--- config.mk ---
export PLATFORM = sky130hd
export DESIGN_NAME = adder_result_sink
export DESIGN_NICKNAME = d
export VERILOG_FILES = /design/src/rtl/adder_pkg.sv /design/src/rtl/adder_result_sink_fifo.sv /design/src/rtl/adder_result_sink.sv
export SDC_FILE = /design/constraint.sdc
export NUM_CORES = 1
export LEC_CHECK = 0
export BUFFER_PORTS_ARGS = -buffer_cell sky130_fd_sc_hd__buf_2
export CAP_MARGIN = 15
export CORE_MARGIN = 8
export CORE_UTILIZATION = 50
export CTS_CLUSTER_SIZE = 14
export DETAILED_ROUTE_END_ITERATION = 10
export PLACE_DENSITY = 0.69
export SETUP_SLACK_MARGIN = 0.3
export SKIP_CTS_REPAIR_TIMING = 1
export SLEW_MARGIN = 5
export SYNTH_ARGS = -nofsm -noshare
export SYNTH_HDL_FRONTEND = slang
export SYNTH_SLANG_ARGS = --single-unit
--- constraint.sdc ---
create_clock -name clk -period 7.2 [get_ports clk]
set_clock_uncertainty 0.15 [all_clocks]
set_input_delay 1.44 -clock clk [delete_from_list [all_inputs] [get_ports clk]]
set_output_delay 1.44 -clock clk [all_outputs]
set_load 0.01 [all_outputs]
--- src/rtl/adder_pkg.sv ---
// Shared definitions for the adder result path: IEEE half-precision field layout
// and a classifier used to flag special values on the result stream.
package adder_pkg;

    localparam int         F16_EXP_MSB  = 14;
    localparam int         F16_EXP_LSB  = 10;
    localparam int         F16_MANT_W   = 10;
    localparam logic [4:0] F16_EXP_ALL1 = 5'h1f;

    typedef enum logic [1:0] {
        F16_NORMAL,
        F16_ZERO,
        F16_INF,
        F16_NAN
    } f16_class_t;

    // Subnormals are reported as F16_NORMAL; only zero and the all-ones exponent are special.
    function automatic f16_class_t f16_classify(input logic [15:0] x);
        logic [4:0]            exp_f;
        logic [F16_MANT_W-1:0] mant_f;
        f16_class_t            cls;
        exp_f  = x[F16_EXP_MSB:F16_EXP_LSB];
        mant_f = x[F16_MANT_W-1:0];
        if (exp_f == F16_EXP_ALL1) begin
            if (mant_f != '0) cls = F16_NAN;
            else              cls = F16_INF;
        end else if (exp_f == 5'h00 && mant_f == '0) begin
            cls = F16_ZERO;
        end else begin
            cls = F16_NORMAL;
        end
        return cls;
    endfunction

endpackage

--- src/rtl/adder_result_sink_fifo.sv ---
// First-word fall-through FIFO with a registered head: rd_data/rd_valid come
// straight from flops, and the head is refilled from memory or the incoming word.
module sync_fifo_fwft #(
    parameter int WIDTH = 16,
    parameter int DEPTH = 4
) (
    input  logic                       clk,
    input  logic                       resetn,
    input  logic                       wr_valid,
    input  logic [WIDTH-1:0]           wr_data,
    output logic                       rd_valid,
    input  logic                       rd_ready,
    output logic [WIDTH-1:0]           rd_data,
    output logic [$clog2(DEPTH+1)-1:0] count,
    output logic                       full
);

    localparam int                PTR_W   = $clog2(DEPTH);
    localparam int                CNT_W   = $clog2(DEPTH+1);
    localparam logic [CNT_W-1:0]  DEPTH_C = CNT_W'(DEPTH);

    logic [WIDTH-1:0] mem_q [DEPTH];
    logic [PTR_W-1:0] wr_ptr_q, wr_ptr_d;
    logic [PTR_W-1:0] rd_ptr_q, rd_ptr_d;
    logic [CNT_W-1:0] count_q, count_d;
    logic [WIDTH-1:0] head_q, head_d;
    logic             valid_q, valid_d;
    logic             push, pop;

    assign full     = (count_q == DEPTH_C);
    assign count    = count_q;
    assign rd_valid = valid_q;
    assign rd_data  = head_q;

    always_comb begin
        pop      = valid_q && rd_ready;
        push     = wr_valid && (!full || pop);
        wr_ptr_d = push ? wr_ptr_q + 1'b1 : wr_ptr_q;
        rd_ptr_d = pop  ? rd_ptr_q + 1'b1 : rd_ptr_q;
        count_d  = count_q;
        case ({push, pop})
            2'b10:   count_d = count_q + 1'b1;
            2'b01:   count_d = count_q - 1'b1;
            default: count_d = count_q;
        endcase
        // The next head is the word being written when it lands on the new read slot
        // (empty FIFO, or count==1 with push+pop); otherwise it is already in memory.
        head_d = head_q;
        if (count_d != '0) begin
            if (push && (wr_ptr_q == rd_ptr_d)) head_d = wr_data;
            else                                head_d = mem_q[rd_ptr_d];
        end
        valid_d = (count_d != '0);
    end

    always_ff @(posedge clk) begin
        if (push) mem_q[wr_ptr_q] <= wr_data;
    end

    always_ff @(posedge clk or negedge resetn) begin
        if (!resetn) begin
            wr_ptr_q <= '0;
            rd_ptr_q <= '0;
            count_q  <= '0;
            head_q   <= '0;
            valid_q  <= 1'b0;
        end else begin
            wr_ptr_q <= wr_ptr_d;
            rd_ptr_q <= rd_ptr_d;
            count_q  <= count_d;
            head_q   <= head_d;
            valid_q  <= valid_d;
        end
    end

endmodule

--- src/rtl/adder_result_sink.sv ---
// Receiving end of the adder result stream: buffers results, counts beats lost
// to a full buffer, and keeps sticky NaN/Inf flags for half-precision data.
module adder_result_sink
    import adder_pkg::*;
#(
    parameter int BITS    = 16,
    parameter int DEPTH   = 4,
    parameter int FLOAT16 = 1,
    parameter int DROP_W  = 8
) (
    input  logic                       clk,
    input  logic                       resetn,
    input  logic                       valid_in,
    input  logic [BITS-1:0]            data_in,
    output logic                       out_valid,
    input  logic                       out_ready,
    output logic [BITS-1:0]            out_data,
    output logic [$clog2(DEPTH+1)-1:0] count,
    output logic                       full,
    output logic [DROP_W-1:0]          drop_cnt,
    output logic                       nan_seen,
    output logic                       inf_seen,
    input  logic                       clr_flags
);

    localparam int               CNT_W   = $clog2(DEPTH+1);
    localparam logic [CNT_W-1:0] DEPTH_C = CNT_W'(DEPTH);

    logic              pop, drop;
    logic [DROP_W-1:0] drop_cnt_q, drop_cnt_d;

    sync_fifo_fwft #(
        .WIDTH (BITS),
        .DEPTH (DEPTH)
    ) u_fifo (
        .clk      (clk),
        .resetn   (resetn),
        .wr_valid (valid_in),
        .wr_data  (data_in),
        .rd_valid (out_valid),
        .rd_ready (out_ready),
        .rd_data  (out_data),
        .count    (count),
        .full     (full)
    );

    assign drop_cnt = drop_cnt_q;

    // A drop in the same cycle as a clear restarts the count at 1 rather than 0.
    always_comb begin
        pop        = out_valid && out_ready;
        drop       = valid_in && full && !pop;
        drop_cnt_d = clr_flags ? '0 : drop_cnt_q;
        if (drop && (drop_cnt_d != '1)) drop_cnt_d = drop_cnt_d + 1'b1;
    end

    always_ff @(posedge clk or negedge resetn) begin
        if (!resetn) drop_cnt_q <= '0;
        else         drop_cnt_q <= drop_cnt_d;
    end

    if (FLOAT16 != 0) begin : g_f16
        f16_class_t cls;
        logic       nan_seen_q, nan_seen_d;
        logic       inf_seen_q, inf_seen_d;

        // Dropped beats are still classified; a set in the clear cycle wins.
        always_comb begin
            cls        = f16_classify(data_in[15:0]);
            nan_seen_d = (nan_seen_q && !clr_flags) || (valid_in && (cls == F16_NAN));
            inf_seen_d = (inf_seen_q && !clr_flags) || (valid_in && (cls == F16_INF));
        end

        always_ff @(posedge clk or negedge resetn) begin
            if (!resetn) begin
                nan_seen_q <= 1'b0;
                inf_seen_q <= 1'b0;
            end else begin
                nan_seen_q <= nan_seen_d;
                inf_seen_q <= inf_seen_d;
            end
        end

        assign nan_seen = nan_seen_q;
        assign inf_seen = inf_seen_q;
    end else begin : g_no_f16
        assign nan_seen = 1'b0;
        assign inf_seen = 1'b0;
    end

`ifndef SYNTHESIS
    a_count_max: assert property (@(posedge clk) disable iff (!resetn) count <= DEPTH_C)
        else $error("count exceeds DEPTH");
    a_valid_cnt: assert property (@(posedge clk) disable iff (!resetn) out_valid == (count != '0))
        else $error("out_valid disagrees with count");
    a_hold_data: assert property (@(posedge clk) disable iff (!resetn)
                                  (out_valid && !out_ready) |=> $stable(out_data))
        else $error("out_data changed while stalled");

    logic            hold_q;
    logic [BITS-1:0] prev_data_q;

    always_ff @(posedge clk or negedge resetn) begin
        if (!resetn) begin
            hold_q      <= 1'b0;
            prev_data_q <= '0;
        end else begin
            hold_q      <= out_valid && !out_ready;
            prev_data_q <= out_data;
        end
    end

    always @(posedge clk) begin
        if (resetn) begin
            if (count > DEPTH_C)                  $fatal(1, "count exceeds DEPTH");
            if (out_valid != (count != '0))       $fatal(1, "out_valid disagrees with count");
            if (hold_q && out_data != prev_data_q) $fatal(1, "out_data changed while stalled");
        end
    end
`endif

endmodule

# After elaboration in Yosys (flattened, before gate mapping)
# Memories as Yosys holds them, arrays and structs flattened. A register that Yosys moved wholly into a read port is not among the register bits.
# Cells that the tools add are included.
# Widths: inputs -> output; s select.
dict set report word_totals {
  regBits 18
  latch_bits 0
  mem_bits_rw 64
  rom_bits 0
  out_inout_bits 31
  memories 1
}
dict set report classes {
  addsub 5
  multipliers 0
  n_div 0
  n_lt_le_gt_ge 0
  eq_ne 7
  shifts 0
  n_mux 9
  bitwise_logic 0
  reduce_logical 21
}
# memory depth width rd rd_ports_with_merged_regs wr line_no
set memory_table {}
lappend memory_table {u_fifo.mem_q 4 16 1 1 1 adder_result_sink_fifo.sv:22} ;# logic [WIDTH-1:0] mem_q [DEPTH];
# op count
set ops {}
lappend ops {{$mux 8} 2}
lappend ops {{$logic_and 1x1->1} 10}
lappend ops {{$logic_not 10->1} 1}
lappend ops {{$reduce_bool 10->1} 1}
lappend ops {{$add 8x1->8 const B} 1}
lappend ops {{$ne 8x8->1 const B} 1}
lappend ops {{$eq 2x2->1 const B} 3}
lappend ops {{$pmux 3 s2} 1}
lappend ops {{$eq 5x5->1 const B} 1}
lappend ops {{$logic_not 5->1} 1}
lappend ops {{$add 2x1->2 const B} 2}
lappend ops {{$logic_not 1->1} 4}
lappend ops {{$mux 1} 4}
lappend ops {{$mux 2} 2}
lappend ops {{$add 3x1->3 const B} 1}
lappend ops {{$eq 3x3->1 const B} 1}
lappend ops {{$logic_or 1x1->1} 3}
lappend ops {{$reduce_bool 3->1} 1}
lappend ops {{$sub 3x1->3 const B} 1}
lappend ops {{$eq 2x1->1 const B} 1}

# Depth between registers and ports, before layout
# Gate-level depths: netlist (run 1).
dict set report logic_depth {
  ltp_word 7
  depth_mapped 11
  ltp_nobuf 9
}

# Hierarchy
# Synthesis (run 1) repeated with hierarchy kept, for this count alone.
dict set report hier_totals {
  cells_unflattened 342
  area_unflattened_um2 5059.9
}
# mod instances cells_per_inst area_per_inst_um2 seq_area_each_um2
set by_module_without_submodules {}
lappend by_module_without_submodules {sync_fifo_fwft 1 282 4479.3 2522.4}
lappend by_module_without_submodules {adder_result_sink 1 60 580.6 250.2}

# Worst setup path after synthesis (run 1)
# OpenSTA, ideal clock, no wires.
dict set report synth_path {
  kind {in2reg}
  startpoint {input valid_in}
  endpoint {register u_fifo.head_q[2], in the netlist u_fifo.rd_data[2] (read register of u_fifo.mem_q)}
  arrival_time_ns 3.126
  required_ns 6.932
  slack_ns 3.806
  stages 10
  cell_sequence {nand3b_1 inv_1 fa_1 nor2b_1 a221o_1 a31o_1 buf_6 buf_2 nand2_1 o21ai_2}
}
dict set report synth_between {
  elab_chain_cells 4
  elab_cells_between_ends 5
}
# item line_no
set synth_rtl {}
lappend synth_rtl {{start: declaration} adder_result_sink.sv:13} ;# input logic valid_in,
lappend synth_rtl {{$logic_and 1x1->1 *} adder_result_sink_fifo.sv:37} ;# push = wr_valid && (!full || pop);
lappend synth_rtl {{$eq 2x1->1 or $eq 2x2->1 (tied branches)} adder_result_sink_fifo.sv:41} ;# case ({push, pop})
lappend synth_rtl {{$pmux 3 s2 *} adder_result_sink_fifo.sv:41}
lappend synth_rtl {{$reduce_bool 3->1 *} adder_result_sink_fifo.sv:49} ;# if (count_d != '0) begin
lappend synth_rtl {{end: declaration} adder_result_sink_fifo.sv:26} ;# logic [WIDTH-1:0] head_q, head_d;
# Every way passes the cells marked *; elsewhere a longest branch is shown, timed or not.
# A chain may end at the register's enable or synchronous reset.

# Final worst setup path (run 1)
dict set report layout_path {
  startpoint {input out_ready}
  endpoint {register u_fifo.head_q[4], in the netlist u_fifo.rd_data[4] (read register of u_fifo.mem_q)}
}
dict set report layout_between {
  elab_chain_cells 6
  elab_cells_between_ends 8
}
# item line_no
set layout_rtl {}
lappend layout_rtl {{start: declaration} adder_result_sink.sv:16} ;# input logic out_ready,
lappend layout_rtl {{$logic_and 1x1->1 *} adder_result_sink_fifo.sv:36} ;# pop = valid_q && rd_ready;
lappend layout_rtl {{$logic_or 1x1->1} adder_result_sink_fifo.sv:37}
lappend layout_rtl {{$logic_and 1x1->1} adder_result_sink_fifo.sv:37}
lappend layout_rtl {{$eq 2x1->1 or $eq 2x2->1 (tied branches)} adder_result_sink_fifo.sv:41}
lappend layout_rtl {{$pmux 3 s2} adder_result_sink_fifo.sv:41}
lappend layout_rtl {{$reduce_bool 3->1} adder_result_sink_fifo.sv:49}
# Marks and branches as above.

==> out/results.tsv, run 1 <==
metric	value	unit
YS warnings	0	
Highest Signal Layer	met4	
crit end category	register	
# fillers	786	
number of global-route vias before repair	3336	
hold crit path type	register to register	
Arrival @ worst endpoint	4.04	ns
clock buffer depth	2	
Avg Cell Area, Syn	13.0	sq um
worst-margin pin slew	1.05	ns
Mapped Nets	402	
P per Cell Area	398	nW/um^2
top-area cell type share of the netlist area	39.5	%
Hold Fails Final Rpt	0	
final setup vio count	0	
GPL Wtd Cong	0.733	
setup ws final	3.26	ns
worst setup path class	input port to register	
CTS tree	yes	
initial antenna violation count	0	
Die Y	115	um
starting DRC count in detailed routing	200	
CP max stage cell	and2_1	
Die Width	115	um
wire per inst	19.6	um
Buf/Inv on CP	2	
Max stage delay on crit path	0.84	ns
Post-Synthesis Cells	375	
Max Fclk	254	MHz
DP Worst Slack	2.90	ns
Leak Pwr	2.02	nW
post-synthesis cell area	4860	sq um
leading area contributor after synthesis	edfxtp_1	
# H-tree levels	3	
metal1 wirelength	4960	um
post-detail-place hpwl	6870	um
multi-input combinational cell area	1930	sq um
share of layout cells above drive strength 1	35.2	%
cell family with most CP delay	compound AO/OA/AOI/OAI gates	
TNS Setup	0	ns
Inserted Clock Buffers	9	
largest net degree at the start of global routing	50	
register area	2770	sq um
gr usage total	17.4	%
initial core utilization	50.7	%
Post-Route WL	10900	um
mean number of vias per cell	5.63	
ANT nets after route	0	
WP data required	7.30	ns
register bit count reported by yosys	98	
IO Port Bufs	51	
Slew headroom	29.8	%
clk_lat worst skew	0.36	ns
metal3 WL	493	um
root buf cell	clkbuf_8	
Fin Hold WS	0.337	ns
total power	2.16	mW
row count	36	
area grow syn2layout	11.4	%
fin crit period	3.94	ns
status	finished, final reports clean	
Core Area	9590	sq um
worst-path cell chain	buf_2, and2_1, a221o_1, a31o_1, clkinv_4, o21ai_1, o21ai_2	
CP Max Fanout	19	
reg-to-reg slack, setup	4.00	ns
final core utilization	56.5	%
Startpoint Class	input port	
Max IR drop VDD	0.271	mV
Residual DRC	0	
part of the Yosys area used for sequential elements	57.0	%
# diodes	0	
first-pass GRT wire length	17500	um
max-slew violations	0	
Layout Nets	445	
unrepaired setup endpoints after global routing	false	
total global routing overflow	0	
clk slew on worst S/H paths	0.11	ns
Die Area	13100	sq um
Final Cycle Share	54.7	%
max cap viols	0	
Yosys cell types	48	
first-pass iteration count of the detailed router	4	
Ports	52	
Vias	3132	
Sink Count	98	
Area contributors post-synth	edfxtp_1, dfrtp_1, mux2_2	
routed wl met2	5370	um
[worst reg2reg max path: cells and delay by family (launching register included)]
kind / cells / cell delay (ns)
AOI/OAI and AO/OA: 4 / 1.27
DFF: 1 / 0.48
buffers and inverters: 1 / 0.35
and+or+nand+nor: 1 / 0.87
[worst paths after layout]
| path | from | endpoint | depth (start not counted) |
|---|---|---|---|
| worst min-delay path | u_fifo.rd_data[1] | u_fifo.rd_data[1] | 2 |
| worst min register to register | u_fifo.rd_data[1] | u_fifo.rd_data[1] | 2 |
| worst max-delay path | out_ready | u_fifo.rd_data[4] | 7 |
| min in group asynchronous | resetn | drop_cnt[5] | 1 |
| max in group asynchronous | resetn | u_fifo.rd_valid | 1 |
| worst max register to register | u_fifo.rd_valid | u_fifo.rd_data[4] | 6 |
[state kept, by name, summed over array words and instances, names as in the netlist, 2 cells and up]
register and cells:
u_fifo.rd_ptr_q 2, u_fifo.mem_q 64, u_fifo.rd_data 16, drop_cnt 8
u_fifo.count 3, u_fifo.wr_ptr_q 2
[kinds of logic after synthesis]
kind of cell / share of synthesized area (%)
adders and majority gates: 1.70
and+or+nand+nor: 7.41
AOI/OAI and AO/OA: 13.6
xor gates and xnor gates: 1.98
muxes: 14.8
DFF: 57.0
buffers and inverters: 3.42
[cell usage in the layout (no fill, tap or decap), drive strengths merged, types with 6 or more instances in the layout]
cell type	count
nor2b	6
mux2	64
nand2	24
inv	8
edfxtp	64
o22ai	31
clkbuf	10
o21a	16
xnor2	6
dfrtp	34
o21ai	39
nand3	6
nor2	7
buf	53
[per-stage QoR]
stage | std cells | area, sq um
after global placement | 539 | 5170
after floorplan | 375 | 4860
after global routing | 556 | 5420
after detailed placement | 539 | 5170
final | 556 | 5420
after CTS | 555 | 5390
[where the power goes]
group	switching, mW	total (mW)	internal (mW)
Sequential	0.0949	0.856	0.761
Clock	0.191	0.388	0.197
Combinational	0.521	0.912	0.391
[area by class of cell]
class / count / area share, %
Tap cell: 133 / 3.07
Sequential cell: 98 / 51.2
Timing Repair Buffer: 53 / 5.36
Multi-Input combinational cell: 248 / 35.7
Clock inverter: 6 / 1.66
Inverter: 8 / 0.647
Clock buffer: 10 / 2.36
[synthesized netlist by cell type (all sizes together)]
library cell   n
mux2          64
xnor2          6
a21oi          1
a31o           1
o31ai          1
nor2           7
ha             5
nor4           3
o21ai         39
nand4          2
o22ai         31
or2            1
buf           14
inv            7
clkbuf         7
a221o          1
clkinv         1
a2111oi        2
edfxtp        64
fa             1
dfrtp         34
o21a          16
xor2           5
nor4b          1
or3b           1
and3b          2
o32ai          1
a32o           1
nor2b          6
nor3b          1
nand2b         3
and3           4
and4           1
nand3b         1
nand3          6
a21bo          1
and2           5
nor3           1
nand2         24
o221ai         1
a21boi         2
[routing by layer]
layer | vias to the layer above | global-route usage [%]
met3 | 7 | 3.85
met2 | 66 | 29.1
met5 | - | 0
li1 | 1500 | -
met1 | 1559 | 22.1
met4 | 0 | 4.61
(Power assumes the default switching activity.)
==> run 2: changes to the inputs <==
==> constraint.sdc (replaced) <==
create_clock -name clk -period 4.1 [get_ports clk]
set_clock_uncertainty 0.15 [all_clocks]
set_input_delay 0.82 -clock clk [delete_from_list [all_inputs] [get_ports clk]]
set_output_delay 0.82 -clock clk [all_outputs]
set_load 0.01 [all_outputs]
==> run 2 against run 1 <==
Sequential power is 76% higher. Die area stayed put. Hold slack better by 0.011 ns. Core utilization is 0.13 points lower. Critical path depth is 2 higher.
==> out/results.tsv, run 2 (synthesis results as in run 1) <==
metric	value	unit	change
WP data required	4.20	ns	-3.10 ns
GPL Wtd Cong	0.769		+4.8%
Clk pwr share	18.1	%	about the same
placed insts	541		+0.37%
# H-tree levels	3		unchanged
crit end category	register		
worst setup path class	input port to register		
wire per inst	19.5	um	-0.45%
unrepaired setup endpoints after global routing	false		
CP max stage cell	a31o_1		
number of global-route vias before repair	3435		+3.0%
P per Cell Area	698	nW/um^2	+75%
share of power burned in registers	40.1	%	+0.4 points
DP Worst Slack	0.615	ns	-2.29 ns
non-filler cells, final	557		+0.18%
final setup vio count	0		unchanged
TNS Setup	0	ns	unchanged
max reg flops	64		unchanged
share of layout cells above drive strength 1	35.1	%	-0.083 points
Die Width	115	um	unchanged
Hold Fails Final Rpt	0		unchanged
Ports	52		unchanged
mean number of vias per cell	5.70		+1.2%
CP Max Fanout	17		-2
Sw Ratio	37.3	%	-0.052 points
Leak Pwr	2.01	nW	-0.40%
Startpoint Class	input port		
status	finished, final reports clean		
root buf cell	clkbuf_8		
reg-to-reg slack, setup	1.05	ns	-2.95 ns
post-detail-place hpwl	6960	um	+1.2%
initial core utilization	50.7	%	unchanged
hold crit path type	register to register		
Slew headroom	35.7	%	+5.9 points
Final Cycle Share	76.4	%	
IO Port Bufs	51		unchanged
Arrival @ worst endpoint	3.23	ns	-0.81 ns
hold_sp	u_fifo.rd_data[1]		
Die Y	115	um	unchanged
# diodes	0		unchanged
first-pass iteration count of the detailed router	4		unchanged
Reg2Reg Depth	8		+2
first-pass GRT wire length	17300	um	-1.0%
ANT nets after route	0		unchanged
final core utilization	56.3	%	-0.13 points
Die Area	13100	sq um	unchanged
RR Startpoint	u_fifo.rd_valid		
CTS tree	yes		
row count	36		unchanged
clk_lat worst skew	0.36	ns	about the same
Max Fclk	319	MHz	
Sink Count	98		unchanged
largest net degree at the start of global routing	49		-2.0%
initial antenna violation count	0		unchanged
largest reg by FF count	u_fifo.mem_q		
Fin Hold WS	0.349	ns	+0.0113 ns
switching power	1.41	mW	+75%
commonest cells after routing, fill and taps aside	mux2_2, edfxtp_1, buf_2, dfrtp_1, o22ai_1		
max-slew violations	0		unchanged
area grow syn2layout	11.1	%	
reg2reg end	u_fifo.rd_data[7]		
total power	3.77	mW	+75%
gr usage total	17.2	%	-0.11 points
max cap viols	0		unchanged
worst-path cell chain	buf_2, nand3b_1, inv_1, fa_1, o221ai_1, a31o_1, clkinv_4, o21ai_1, o21ai_2		
Post-Place Cell Area	5190	sq um	+0.29%
worst hold endpoint	u_fifo.rd_data[1]		
Comb power frac	41.8	%	-0.5 points
internal power	2.36	mW	+75%
Post-Route WL	10900	um	-0.27%
Layout Nets	446		+0.22%
clock buffer depth	2		unchanged
Vias	3176		+1.4%
fin crit period	3.13	ns	
Residual DRC	0		unchanged
Finished Cell Area	5400	sq um	-0.23%
setup ws final	0.966	ns	-2.30 ns
starting DRC count in detailed routing	115		-43%
Worst Hold Path Cells	2		unchanged
Core Area	9590	sq um	unchanged
worst-margin pin slew	0.964	ns	-0.0880 ns
total global routing overflow	0		unchanged
Max IR drop VDD	0.410	mV	+51%
Max stage delay on crit path	0.70	ns	-0.14 ns
Inserted Clock Buffers	9		unchanged
clk slew on worst S/H paths	0.09	ns	-0.02 ns
-- run 2: changes by cell type in the layout (fill, tap and decap cells not counted), sizes merged --
cell      previous run  this run
buf                 53        54
clkinv               3         2
clkinvlp             1         2
-- run 2: worst max-delay path by stage --
stage               from            endpoint  slack (ns)
3_5_place_dp    valid_in   u_fifo.rd_data[6]        0.62
4_1_cts         valid_in   u_fifo.rd_data[7]        0.99
5_1_grt         valid_in  u_fifo.rd_data[13]        0.78
3_3_place_gp   out_ready   u_fifo.rd_data[4]        0.72
2_1_floorplan   valid_in   u_fifo.rd_data[2]        1.33
6_report        valid_in   u_fifo.rd_data[7]        0.97
-- run 2: power by group through the flow --
stage	Sequential, mW	Combinational, mW	Clock (mW)
2_1_floorplan	1.52	1.19	0
3_3_place_gp	1.52	1.54	0
3_5_place_dp	1.53	1.59	0
4_1_cts	1.51	1.60	0.692
5_1_grt	1.54	1.74	0.733
6_report	1.51	1.58	0.683
-- run 2: layout make-up --
type,count,area [sq um]
clock inverter,6,90.1
inverter,8,35.0
sequential,98,2770
timing repair buffer,54,278
fill,812,4190
tap,133,166
clock buffer,10,128
multi-input combinational,248,1930
-- run 2: critical path, delay by kind of cell --
family / cells / cell delay [ns]
AND/OR/NAND/NOR: 1 / 0.20
adder cells (fa/ha/maj): 1 / 0.44
AO/OA/AOI/OAI: 4 / 1.23
buffers and inverters: 3 / 0.53
-- run 2: metal layers --
metal / GRT usage, % / vias up / routed length, um
met4: 7.19 / 0 / 180
met5: 0 / - / 0
li1: - / 1503 / -
met3: 2.95 / 14 / 359
met2: 29.3 / 61 / 5420
met1: 21.2 / 1598 / 4910
